$ cat src/rtl/lcd_cmd_seq.sv
// Command-side initiator for the LCD controller: walks a command ROM, issues each command over
// the cmd/cmd_valid/busy handshake, then sums the 64-byte IRB write-back stream.
module lcd_cmd_seq #(
  parameter int unsigned CMD_AW  = 6,
  parameter int unsigned NUM_CMD = 16,
  parameter int unsigned TIMEOUT = 4096
) (
  input  logic              clk,
  input  logic              reset,
  output logic              CROM_EN,
  output logic [CMD_AW-1:0] CROM_A,
  input  logic [2:0]        CROM_Q,
  output logic [2:0]        cmd,
  output logic              cmd_valid,
  input  logic              busy,
  input  logic              done,
  input  logic              IRB_RW,
  input  logic [5:0]        IRB_A,
  input  logic [7:0]        IRB_D,
  output logic              seq_done,
  output logic [13:0]       checksum,
  output logic              err
);

  localparam int unsigned IDX_W = CMD_AW + 1;
  localparam int unsigned TMO_W = $clog2(TIMEOUT + 1);
  localparam int unsigned CNT_W = 7;
  localparam int unsigned SUM_W = 14;
  localparam logic [TMO_W-1:0] TMO_LAST = TMO_W'(TIMEOUT - 1);
  localparam logic [IDX_W-1:0] IDX_END  = IDX_W'(NUM_CMD);

  typedef enum logic [3:0] {
    S_IDLE,
    S_FETCH,
    S_RDQ,
    S_WAIT_RDY,
    S_ISSUE,
    S_HOLD,
    S_AUTOW,
    S_WAIT_DONE,
    S_FIN
  } state_t;

  state_t           state, state_n;
  logic [IDX_W-1:0] idx, idx_n;
  logic [2:0]       cmd_r, cmd_r_n;
  logic [CNT_W-1:0] exp_a, exp_a_n;
  logic [TMO_W-1:0] tmo, tmo_n;
  logic [SUM_W-1:0] checksum_n;
  logic             err_n;

  // State register
  always_ff @(posedge clk or negedge reset) begin
    if (!reset) state <= S_IDLE;
    else        state <= state_n;
  end

  // Next-state and datapath next values; tmo defaults to zero so every state entry clears it
  always_comb begin
    state_n    = state;
    idx_n      = idx;
    cmd_r_n    = cmd_r;
    exp_a_n    = exp_a;
    tmo_n      = '0;
    checksum_n = checksum;
    err_n      = err;
    case (state)
      S_IDLE:  state_n = S_FETCH;
      S_FETCH: state_n = S_RDQ;
      S_RDQ: begin
        cmd_r_n = CROM_Q;
        state_n = S_WAIT_RDY;
      end
      S_WAIT_RDY: begin
        if (!busy) begin
          state_n = S_ISSUE;
        end else if (tmo == TMO_LAST) begin
          err_n   = 1'b1;
          state_n = S_FIN;
        end else begin
          tmo_n = tmo + TMO_W'(1);
        end
      end
      S_ISSUE: begin
        idx_n   = idx + IDX_W'(1);
        state_n = S_HOLD;
      end
      // Controller busy lags cmd_valid by a cycle, so busy is not looked at here
      S_HOLD: begin
        if (cmd_r == 3'd0)     state_n = S_WAIT_DONE;
        else if (idx == IDX_END) state_n = S_AUTOW;
        else                   state_n = S_FETCH;
      end
      S_AUTOW: begin
        cmd_r_n = 3'd0;
        state_n = S_WAIT_RDY;
      end
      S_WAIT_DONE: begin
        // Only the next expected address counts; out-of-order writes are silently skipped
        if (!IRB_RW && (IRB_A == exp_a[5:0]) && !exp_a[CNT_W-1]) begin
          checksum_n = checksum + SUM_W'(IRB_D);
          exp_a_n    = exp_a + CNT_W'(1);
        end
        if (done) begin
          if (!exp_a_n[CNT_W-1]) err_n = 1'b1;
          state_n = S_FIN;
        end else if (tmo == TMO_LAST) begin
          err_n   = 1'b1;
          state_n = S_FIN;
        end else begin
          tmo_n = tmo + TMO_W'(1);
        end
      end
      S_FIN:   state_n = S_FIN;
      default: state_n = S_IDLE;
    endcase
  end

  // Datapath and registered outputs, driven from the state being entered
  always_ff @(posedge clk or negedge reset) begin
    if (!reset) begin
      idx       <= '0;
      cmd_r     <= '0;
      exp_a     <= '0;
      tmo       <= '0;
      CROM_EN   <= 1'b0;
      CROM_A    <= '0;
      cmd       <= '0;
      cmd_valid <= 1'b0;
      seq_done  <= 1'b0;
      checksum  <= '0;
      err       <= 1'b0;
    end else begin
      idx       <= idx_n;
      cmd_r     <= cmd_r_n;
      exp_a     <= exp_a_n;
      tmo       <= tmo_n;
      checksum  <= checksum_n;
      err       <= err_n;
      CROM_EN   <= (state_n == S_FETCH);
      cmd_valid <= (state_n == S_ISSUE);
      seq_done  <= seq_done | (state_n == S_FIN);
      if (state_n == S_FETCH) CROM_A <= idx[CMD_AW-1:0];
      if (state_n == S_ISSUE) cmd <= cmd_r;
    end
  end

endmodule

$ cat config.mk
export PLATFORM = sky130hd
export DESIGN_NAME = lcd_cmd_seq
export DESIGN_NICKNAME = d
export VERILOG_FILES = /design/src/rtl/lcd_cmd_seq.sv
export SDC_FILE = /design/constraint.sdc
export NUM_CORES = 1
export LEC_CHECK = 0
export CAP_MARGIN = 20
export CORE_ASPECT_RATIO = 1.2
export CORE_UTILIZATION = 40
export DETAILED_ROUTE_END_ITERATION = 8
export PLACE_DENSITY = 0.66
export SLEW_MARGIN = 0
export SYNTH_ARGS = -nofsm -noshare
export SYNTH_HDL_FRONTEND = slang
export SYNTH_SLANG_ARGS = --single-unit
export TNS_END_PERCENT = 10
$ cat constraint.sdc
create_clock -name clk -period 2.75 [get_ports clk]
set_input_delay 0.275 -clock clk [delete_from_list [all_inputs] [get_ports clk]]
set_output_delay 0.275 -clock clk [all_outputs]
set_load 0.02 [all_outputs]
## Word level (Yosys, flattened, before mapping)

Cells that the tools add are included.

| operators by class | value |
|---|---|
| bitwise logic cells | 1 |
| $add $sub $neg | 4 |
| muxes and demuxes | 18 |
| reduce and logical (&&, ||, !) cells | 12 |
| equality and inequality tests | 17 |

Operators by type and width:

| cell | count |
|---|---|
| 13-bit 2-to-1 mux | 3 |
| 4-bit one-hot mux with 8 select lines | 1 |
| 13-bit one-hot mux with 2 select lines | 1 |
| 4-bit by 3-bit equality test with 1-bit output (second input constant) | 5 |
| 14-bit by 8-bit adder with 14-bit output | 1 |
| 7-bit by 1-bit adder with 7-bit output (second input constant) | 2 |
| 7-bit 2-to-1 mux | 2 |
| 13-bit by 1-bit adder with 13-bit output (second input constant) | 1 |
| 13-bit by 12-bit equality test with 1-bit output (second input constant) | 1 |
| 4-bit 2-to-1 mux | 3 |
| 4-bit by 1-bit equality test with 1-bit output (second input constant) | 2 |
| 4-bit by 2-bit equality test with 1-bit output (second input constant) | 2 |
| 4-bit equality test (second input constant) | 2 |
| 7-bit by 5-bit equality test with 1-bit output (second input constant) | 1 |
| 6-bit equality test | 1 |
| 3-bit 2-to-1 mux | 2 |
| 3-bit one-hot mux with 2 select lines | 1 |
| 4-bit zero test | 1 |
| 1-bit 2-to-1 mux | 4 |
| 2-bit != test (second input constant) | 2 |
| 2-bit AND reduction | 2 |
| 2-bit nonzero test | 2 |
| 3-bit zero test | 1 |
| 3-bit != test (second input constant) | 1 |
| 6 further kinds | 8 |

| storage, ports and cells | value |
|---|---|
| output and inout port bits | 27 |
| register bits after elaboration | 61 |
| logic and storage cells | 65 |

## Logic depth before layout (Yosys ltp)

Gate-level depths: netlist of the first run.

| depth | value |
|---|---|
| word-level depth | 8 |
| mapped depth | 8 |

## Worst setup path before layout of the first run

OpenSTA, ideal clock, no wires.

| path | value |
|---|---|
| kind | reg2reg |
| from | register checksum[4] |
| to | register checksum[7] |
| data arrival time | 1.996 ns |
| library setup time | 0.125 ns |
| path buffers | 0 |
| cell stages (with the launch flop) | 7 |
| path slack | 0.629 ns |
| cell sequence | dfrtp_1 -> ha_1 -> and3_1 -> a2111oi_2 -> a21oi_1 -> xor2_1 -> mux2_2 |

| on the way | value |
|---|---|
| word-level cells in the longest chain between the ends | 1 |

RTL lines:

| element | RTL line | RTL |
|---|---|---|
| start, declared | 21 | `output logic [13:0] checksum,` |
| start signal, assigned | 138 | `checksum <= checksum_n;` |
| 14-bit by 8-bit adder with 14-bit output | 101 | `checksum_n = checksum + SUM_W'(IRB_D);` |

No other way between the ends.
A chain may end at the register's enable or synchronous reset.

## Worst setup path in the final report of the first run

| path | value |
|---|---|
| from | input IRB_D[0] |
| to | register checksum[10] |

| on the way | value |
|---|---|
| word-level cells in the longest chain between the ends | 1 |

RTL lines:

| element | RTL line | RTL |
|---|---|---|
| start, declared | 19 | `input logic [7:0] IRB_D,` |
| 14-bit by 8-bit adder with 14-bit output | 101 |  |

No other way between the ends.

==> results of run 1 <==
[path summary, 6_finish.rpt]
check | end | slack [ns] | cells past startpoint | from
max | checksum[10] | 0.53 | 9 | IRB_D[0]
min | checksum[0] | 0.02 | 1 | reset
max reg2reg | checksum[7] | 0.56 | 6 | checksum[4]
min reg2reg | idx[6] | 0.48 | 1 | idx[6]
max in group asynchronous | checksum[6] | 2.10 | 2 | reset
min in group clk | idx[6] | 0.48 | 1 | idx[6]
[flip-flops by register name, summed over array words and instances, names as in the netlist]
name / flops
checksum: 14
cmd_r: 3
state: 4
CROM_A: 6
CROM_EN: 1
err: 1
cmd_valid: 1
exp_a: 7
seq_done: 1
idx: 7
tmo: 13
cmd: 3
[cells in the final DEF (no fill, tap or decap), types with 4 or more instances in the layout]
cell	instances
sky130_fd_sc_hd__nor2b_1	5
sky130_fd_sc_hd__or2_2	4
sky130_fd_sc_hd__and3_1	8
sky130_fd_sc_hd__nand3_1	14
sky130_fd_sc_hd__clkdlybuf4s50_1	47
sky130_fd_sc_hd__mux2_2	17
sky130_fd_sc_hd__xnor2_1	19
sky130_fd_sc_hd__ha_1	12
sky130_fd_sc_hd__xor2_1	15
sky130_fd_sc_hd__nor3_1	10
sky130_fd_sc_hd__nor2_1	21
sky130_fd_sc_hd__o21ai_0	7
sky130_fd_sc_hd__nand4_1	7
sky130_fd_sc_hd__a21oi_1	5
sky130_fd_sc_hd__clkbuf_8	12
sky130_fd_sc_hd__inv_1	17
sky130_fd_sc_hd__dfrtp_1	61
sky130_fd_sc_hd__nand2b_1	4
sky130_fd_sc_hd__nand2_1	12
[through the flow]
step                      std cells  total power [mW]
after floorplan                 290              1.62
after global placement          428              1.87
after detailed placement        428              1.89
after CTS                       443              2.62
after global routing            443              2.76
final                           443              2.57
[logic make-up (layout without fill, tap and decap cells)]
kind of cell             count (synthesis)  after routing  share of synthesized area [%]
XOR/XNOR                                34             34                           9.36
adder cells (fa/ha/maj)                 13             13                           5.35
flip-flops                              61             61                           48.0
buffers and inverters                   22             83                           3.07
AND/OR/NAND/NOR                        109            109                           20.1
AO/OA/AOI/OAI                           33             33                           7.82
multiplexers                            18             18                           6.33
[metal layers]
layer	track usage [%]	vias up
met1	21.3	1117
met5	0	-
met4	7.30	0
met3	3.57	8
li1	-	1141
met2	26.9	57
[power groups by stage]
stage          Sequential [mW]  Clock [mW]  Combinational, mW
2_1_floorplan             1.21           0              0.413
3_3_place_gp              1.16           0              0.708
3_5_place_dp              1.17           0              0.720
4_1_cts                   1.15       0.744              0.724
5_1_grt                   1.17       0.793              0.794
6_report                  1.15       0.709              0.706
[critical path: stages]
cell	delay, ns
sky130_fd_sc_hd__clkdlybuf4s50_1	0.46
sky130_fd_sc_hd__ha_1	0.16
sky130_fd_sc_hd__inv_1	0.06
sky130_fd_sc_hd__fa_1	0.41
sky130_fd_sc_hd__nor2b_1	0.22
sky130_fd_sc_hd__o2111ai_1	0.15
sky130_fd_sc_hd__and3_1	0.23
sky130_fd_sc_hd__nor4_1	0.33
sky130_fd_sc_hd__xor2_1	0.17
[cell type report]
| class | count | area, µm² |
|---|---|---|
| fillers | 708 | 3760 |
| well taps | 92 | 115 |
| clock buffers | 14 | 173 |
| flip-flops and latches | 61 | 1530 |
| inverters | 18 | 67.6 |
| repair buffers | 50 | 503 |
| multi-input cells | 207 | 1560 |
| clock inverters | 1 | 5.00 |
==> metrics.txt, run 1 <==
# TYPE chip_impl_metric gauge
chip_impl_info{name="status",value="finished, final reports clean"} 1
chip_impl_metric{name="clk_path_buf_depth",unit=""} 2
chip_impl_metric{name="timing.final.hold_violations",unit=""} 0
chip_impl_metric{name="worst_ep_required_time",unit="ns"} 3.00
chip_impl_metric{name="power.share.combinational",unit="%"} 27.5
chip_impl_metric{name="p_sw_share",unit="%"} 30.7
chip_impl_metric{name="gp_congestion",unit=""} 0.811
chip_impl_info{name="setup.worst_path.end_class",value="flop"} 1
chip_impl_metric{name="totalWireLength",unit="µm"} 6010
chip_impl_metric{name="worst-slew-pin-transition",unit="ns"} 0.770
chip_impl_metric{name="antennaDiodeCount",unit=""} 0
chip_impl_metric{name="clock_tree_sinks",unit=""} 61
chip_impl_metric{name="setup_viol_count_final",unit=""} 0
chip_impl_metric{name="clk_latency",unit="ns"} 0.32
chip_impl_metric{name="post_place_worst_slack",unit="ns"} 0.235
chip_impl_metric{name="grt_usage",unit="%"} 16.5
chip_impl_metric{name="achievable-frequency",unit="MHz"} 451
chip_impl_metric{name="async_flop_share",unit="%"} 100
chip_impl_metric{name="timing.critical_path.arrival",unit="ns"} 2.46
chip_impl_metric{name="finalNetCount",unit=""} 382
chip_impl_metric{name="routed_via_count",unit=""} 2323
chip_impl_metric{name="dieArea",unit="µm²"} 8320
chip_impl_metric{name="placed_cell_area",unit="µm²"} 3770
chip_impl_metric{name="maxCapViolCount",unit=""} 0
chip_impl_metric{name="die_w",unit="µm"} 83.4
chip_impl_metric{name="power.ir.vdd_worst",unit="mV"} 0.417
chip_impl_metric{name="clock_power_share",unit="%"} 27.6
chip_impl_metric{name="cts-resized-gates",unit=""} 0
chip_impl_metric{name="syn_inst",unit=""} 290
chip_impl_metric{name="netlist-cell-type-count",unit=""} 53
chip_impl_metric{name="post_route_cells_drive_above_1_share",unit="%"} 14.2
chip_impl_metric{name="synth_seq_cells",unit=""} 61
chip_impl_metric{name="initial_utilization",unit="%"} 41.3
chip_impl_metric{name="slew_viol_final",unit=""} 0
chip_impl_metric{name="net-switching-power",unit="µW"} 788
chip_impl_metric{name="drt-met1-wl",unit="µm"} 2780
chip_impl_metric{name="post_dp_hpwl",unit="µm"} 4420
chip_impl_info{name="topRoutingLayerUsed",value="met4"} 1
chip_impl_metric{name="drt_first_pass_iters",unit=""} 5
chip_impl_metric{name="drtIter0Drc",unit=""} 84
chip_impl_metric{name="yosysWarningCount",unit=""} 0
chip_impl_metric{name="core.rowCount",unit=""} 35
chip_impl_metric{name="largest_net_degree_at_the_start_of_global_routing",unit=""} 34
chip_impl_metric{name="powerDensity",unit="nW/µm²"} 650
chip_impl_metric{name="grt_antenna_before_repair",unit=""} 0
chip_impl_metric{name="design_internal_power",unit="mW"} 1.78
chip_impl_metric{name="area_growth_syn_to_layout",unit="%"} 24.1
chip_impl_metric{name="design.core.area",unit="µm²"} 7710
chip_impl_metric{name="cts-buffers-inserted",unit=""} 9
chip_impl_metric{name="cts.reportedPaths.clkPinSlew",unit="ns"} 0.06
chip_impl_metric{name="synth_edf_count",unit=""} 0
chip_impl_metric{name="synthesis.area",unit="µm²"} 3180
chip_impl_metric{name="post_cts_buffers",unit=""} 0
chip_impl_metric{name="worst_slew_margin_rel",unit="%"} 48.7
chip_impl_metric{name="seq_area_frac_synth",unit="%"} 48.0
chip_impl_metric{name="number_of_global_route_vias_before_repair",unit=""} 2394
chip_impl_info{name="ys_top_cells_by_area",value="sky130_fd_sc_hd__dfrtp_1, sky130_fd_sc_hd__mux2_2, sky130_fd_sc_hd__xnor2_1"} 1
chip_impl_metric{name="route.detailed.vias_per_inst",unit=""} 5.24
chip_impl_metric{name="finClkSkew",unit="ns"} 0.00545
chip_impl_metric{name="number_of_top_level_pins",unit=""} 49
chip_impl_metric{name="critical_path_peak_fanout",unit=""} 3
chip_impl_metric{name="routed-wl-met2",unit="µm"} 2880
chip_impl_info{name="worst_setup_start_kind",value="primary input"} 1
chip_impl_metric{name="ant_nets",unit=""} 0
chip_impl_metric{name="finalInstanceArea",unit="µm²"} 3950
chip_impl_info{name="synth_ff_type",value="sky130_fd_sc_hd__dfrtp_1"} 1
chip_impl_info{name="rsz0062_at_grt",value="no"} 1
chip_impl_metric{name="syn_avg_cell_area",unit="µm²"} 11.0
chip_impl_metric{name="mappedNetlistNets",unit=""} 325
chip_impl_metric{name="power.leakage",unit="nW"} 1.74
chip_impl_info{name="timing.hold.worst.class",value="in -> async"} 1
chip_impl_info{name="post-synth-top-count-cell",value="sky130_fd_sc_hd__dfrtp_1"} 1
chip_impl_info{name="synth_top_cells_by_count",value="sky130_fd_sc_hd__dfrtp_1, sky130_fd_sc_hd__nor2_1, sky130_fd_sc_hd__xnor2_1"} 1
chip_impl_metric{name="layout_worst_path_cycle_share",unit="%"} 80.6
chip_impl_info{name="yosysTopAreaCell",value="sky130_fd_sc_hd__dfrtp_1"} 1
chip_impl_metric{name="portBuffers",unit=""} 48
chip_impl_metric{name="die-height",unit="µm"} 99.7
chip_impl_metric{name="grt-ovfl-total",unit=""} 0
chip_impl_metric{name="setup_total_negative_slack",unit="ns"} 0
chip_impl_metric{name="wire_per_inst",unit="µm"} 13.6
chip_impl_metric{name="final_util",unit="%"} 51.2
chip_impl_metric{name="cts_hold_repair.buffers",unit=""} 0
chip_impl_info{name="cts_tree",value="yes"} 1
chip_impl_metric{name="grt_first_pass_wirelength",unit="µm"} 11100
chip_impl_metric{name="finalWorstSetupSlack",unit="ns"} 0.535
chip_impl_metric{name="route.met3.wl",unit="µm"} 270
chip_impl_metric{name="seq_power_share",unit="%"} 44.9
chip_impl_metric{name="period_needed",unit="ns"} 2.22
chip_impl_metric{name="fin_worst_hold_slack",unit="ns"} 0.0163
chip_impl_info{name="worst-setup-path-type",value="in -> reg"} 1
chip_impl_metric{name="drc",unit=""} 0
chip_impl_info{name="cts_root_buffer",value="sky130_fd_sc_hd__clkbuf_8"} 1
chip_impl_metric{name="netlist.area_leader.share",unit="%"} 48.0
chip_impl_metric{name="htree_levels",unit=""} 3
(Power assumes the default switching activity.)
==> run 2: changes to the inputs <==
- clock period: 2.75 -> 2.29 ns (I/O delays scaled with it)
==> run 2 against run 1 <==
  * Sequential power grew 20%
  * Routed wire length up 4.8%
  * Flip-flop and latch count unchanged
  * Via count increased by 1.2%
  * First-iteration DRC count grew 29%
  * Power increased by 20%
  * Critical endpoint is now checksum[13]
  * Highest routed layer unchanged
==> metrics.txt, run 2 (same netlist as run 1, synthesis figures left out) <==
# TYPE chip_impl_metric gauge
chip_impl_info{name="status",value="finished, final reports clean"} 1
chip_impl_metric{name="timing.final.hold_violations",unit=""} 0
chip_impl_metric{name="powerDensity",unit="nW/µm²"} 766
chip_impl_metric{name="finalNetCount",unit=""} 391
chip_impl_info{name="worstReg2RegStart",value="checksum[4]"} 1
chip_impl_info{name="cp_top_family",value="compound AO/OA/AOI/OAI gates"} 1
chip_impl_metric{name="htree_levels",unit=""} 3
chip_impl_info{name="top_register",value="checksum"} 1
chip_impl_metric{name="filler_cell_count",unit=""} 675
chip_impl_metric{name="cell_depth_of_the_worst_flop_to_flop_path",unit=""} 7
chip_impl_metric{name="wire_per_inst",unit="µm"} 14.0
chip_impl_metric{name="maxCapViolCount",unit=""} 0
chip_impl_metric{name="drtIter0Drc",unit=""} 108
chip_impl_metric{name="die-height",unit="µm"} 99.7
chip_impl_info{name="setup.worst_path.end_class",value="flop"} 1
chip_impl_metric{name="drt_first_pass_iters",unit=""} 4
chip_impl_metric{name="grt_usage",unit="%"} 16.9
chip_impl_metric{name="grt-ovfl-total",unit=""} 0
chip_impl_metric{name="largest_register_ff_count",unit=""} 14
chip_impl_metric{name="cp_slowest_stage_delay",unit="ns"} 0.47
chip_impl_metric{name="largest_net_degree_at_the_start_of_global_routing",unit=""} 32
chip_impl_metric{name="finalWorstSetupSlack",unit="ns"} 0.153
chip_impl_metric{name="worstPathBufferInverterCount",unit=""} 1
chip_impl_metric{name="post_route_cells_drive_above_1_share",unit="%"} 17.0
chip_impl_metric{name="die_w",unit="µm"} 83.4
chip_impl_metric{name="finalInstanceArea",unit="µm²"} 4020
chip_impl_info{name="cp_cell_sequence",value="ha_1 -> and3_1 -> a2111oi_2 -> a21oi_1 -> buf_4 -> o31a_1 -> nand4_1"} 1
chip_impl_metric{name="grt_antenna_before_repair",unit=""} 0
chip_impl_info{name="final_cell_mix",value="sky130_fd_sc_hd__dfrtp_1, sky130_fd_sc_hd__clkdlybuf4s50_1, sky130_fd_sc_hd__nor2_1"} 1
chip_impl_metric{name="clock_tree_sinks",unit=""} 61
chip_impl_metric{name="initial_utilization",unit="%"} 41.3
chip_impl_metric{name="post_cts_buffers",unit=""} 0
chip_impl_metric{name="post_dp_hpwl",unit="µm"} 4670
chip_impl_metric{name="final_std_cells_w_o_fill",unit=""} 451
chip_impl_info{name="reg.largest.list",value="checksum (14), tmo (13)"} 1
chip_impl_metric{name="dp_cells",unit=""} 436
chip_impl_info{name="cts_tree",value="yes"} 1
chip_impl_info{name="layout_commonest_cell",value="sky130_fd_sc_hd__dfrtp_1"} 1
chip_impl_info{name="cts_root_buffer",value="sky130_fd_sc_hd__clkbuf_8"} 1
chip_impl_info{name="worst_setup_start_kind",value="flop"} 1
chip_impl_metric{name="power.ir.vdd_worst",unit="mV"} 0.644
chip_impl_metric{name="achievable-frequency",unit="MHz"} 468
chip_impl_metric{name="ff2ff_setup_slack",unit="ns"} 0.15
chip_impl_metric{name="layout_worst_path_cycle_share",unit="%"} 93.3
chip_impl_metric{name="clk_path_buf_depth",unit=""} 2
chip_impl_metric{name="grt_first_pass_wirelength",unit="µm"} 11200
chip_impl_metric{name="critical_path_peak_fanout",unit=""} 4
chip_impl_metric{name="dieArea",unit="µm²"} 8320
chip_impl_info{name="r2r_end",value="checksum[13]"} 1
chip_impl_info{name="cpMaxStageDelayCell",value="sky130_fd_sc_hd__a2111oi_2"} 1
chip_impl_metric{name="placed_cell_area",unit="µm²"} 3830
chip_impl_metric{name="totalWireLength",unit="µm"} 6300
chip_impl_metric{name="route.detailed.vias_per_inst",unit=""} 5.21
chip_impl_metric{name="design.core.area",unit="µm²"} 7710
chip_impl_metric{name="period_needed",unit="ns"} 2.14
chip_impl_metric{name="power.leakage",unit="nW"} 1.78
chip_impl_metric{name="drc",unit=""} 0
chip_impl_metric{name="core.rowCount",unit=""} 35
chip_impl_metric{name="routed_via_count",unit=""} 2351
chip_impl_metric{name="area_growth_syn_to_layout",unit="%"} 26.2
chip_impl_metric{name="worst_slew_margin_rel",unit="%"} 55.4
chip_impl_metric{name="finClkSkew",unit="ns"} 0.0114
chip_impl_metric{name="slew_viol_final",unit=""} 0
chip_impl_metric{name="setup_viol_count_final",unit=""} 0
chip_impl_metric{name="cts-buffers-inserted",unit=""} 9
chip_impl_metric{name="clk_latency",unit="ns"} 0.33
chip_impl_metric{name="antennaDiodeCount",unit=""} 0
chip_impl_metric{name="worst-slew-pin-transition",unit="ns"} 0.668
chip_impl_metric{name="ant_nets",unit=""} 0
chip_impl_info{name="timing.hold.worst.class",value="in -> async"} 1
chip_impl_metric{name="timing.critical_path.arrival",unit="ns"} 2.41
chip_impl_metric{name="portBuffers",unit=""} 48
chip_impl_metric{name="number_of_top_level_pins",unit=""} 49
chip_impl_metric{name="number_of_global_route_vias_before_repair",unit=""} 2420
chip_impl_metric{name="post_place_worst_slack",unit="ns"} -0.187
chip_impl_metric{name="cts.reportedPaths.clkPinSlew",unit="ns"} 0.07
chip_impl_metric{name="worst_ep_required_time",unit="ns"} 2.56
chip_impl_info{name="worst-setup-path-type",value="reg -> reg"} 1
chip_impl_metric{name="gp_congestion",unit=""} 0.811
run 2: where the power goes:
group | switching (mW) | internal [mW]
combinational | 0.432 | 0.439
clock | 0.385 | 0.436
sequential | 0.146 | 1.24
total | 0.963 | 2.11
run 2: worst register-to-register path: cells and delay by family (launching register included):
kind	cells	cell delay, ns
AND/OR/NAND/NOR	2	0.32
AO/OA/AOI/OAI	3	0.88
flip-flops	1	0.40
adder cells (fa/ha/maj)	1	0.32
buffers and inverters	1	0.17
run 2: final cells by class:
cell class / instances / area (µm²) / share of cell area [%]
Clock buffer: 12 / 155 / 3.86
Clock inverter: 2 / 10.0 / 0.249
Inverter: 18 / 67.6 / 1.68
Multi-Input combinational cell: 207 / 1570 / 39.1
Sequential cell: 61 / 1530 / 38.0
Tap cell: 92 / 115 / 2.87
Timing Repair Buffer: 59 / 573 / 14.3
run 2: worst max path at each step:
stage / depth (start not counted) / start / to / slack [ns]
6_report: 7 / checksum[4] / checksum[13] / 0.15
5_1_grt: 8 / checksum[0] / checksum[10] / -0.01
4_1_cts: 8 / checksum[0] / checksum[10] / 0.11
3_5_place_dp: 9 / IRB_D[0] / checksum[10] / -0.19
3_3_place_gp: 9 / IRB_D[0] / checksum[10] / -0.12
2_1_floorplan: 6 / checksum[4] / checksum[7] / 0.17
run 2: what timing repair did:
action,CTS,global route
endpoints found under the setup margin,0,2
hold buffers,1,0
gates resized for setup,0,3
hold endpoints to repair,14,0
run 2: per-layer routing:
metal | up-vias | track usage (%) | share of wire [%]
met2 | 49 | 28.2 | 48
li1 | 1162 | - | -
met3 | 9 | 3.07 | 3.7
met4 | 0 | 8.21 | 1.7
met1 | 1131 | 21.3 | 46
met5 | - | 0 | 0
run 2: stage by stage:
stage               util [%]  total power, mW  hold WS, ns  setup TNS, ns
floorplan                  -             1.95      -0.0666              0
global placement        49.7             2.27        0.175         -0.282
detailed placement      49.7             2.28        0.174         -0.536
CTS                     52.0             3.12        0.349              0
global route            52.1             3.28        0.367        -0.0109
finish                  52.1             3.08        0.349              0
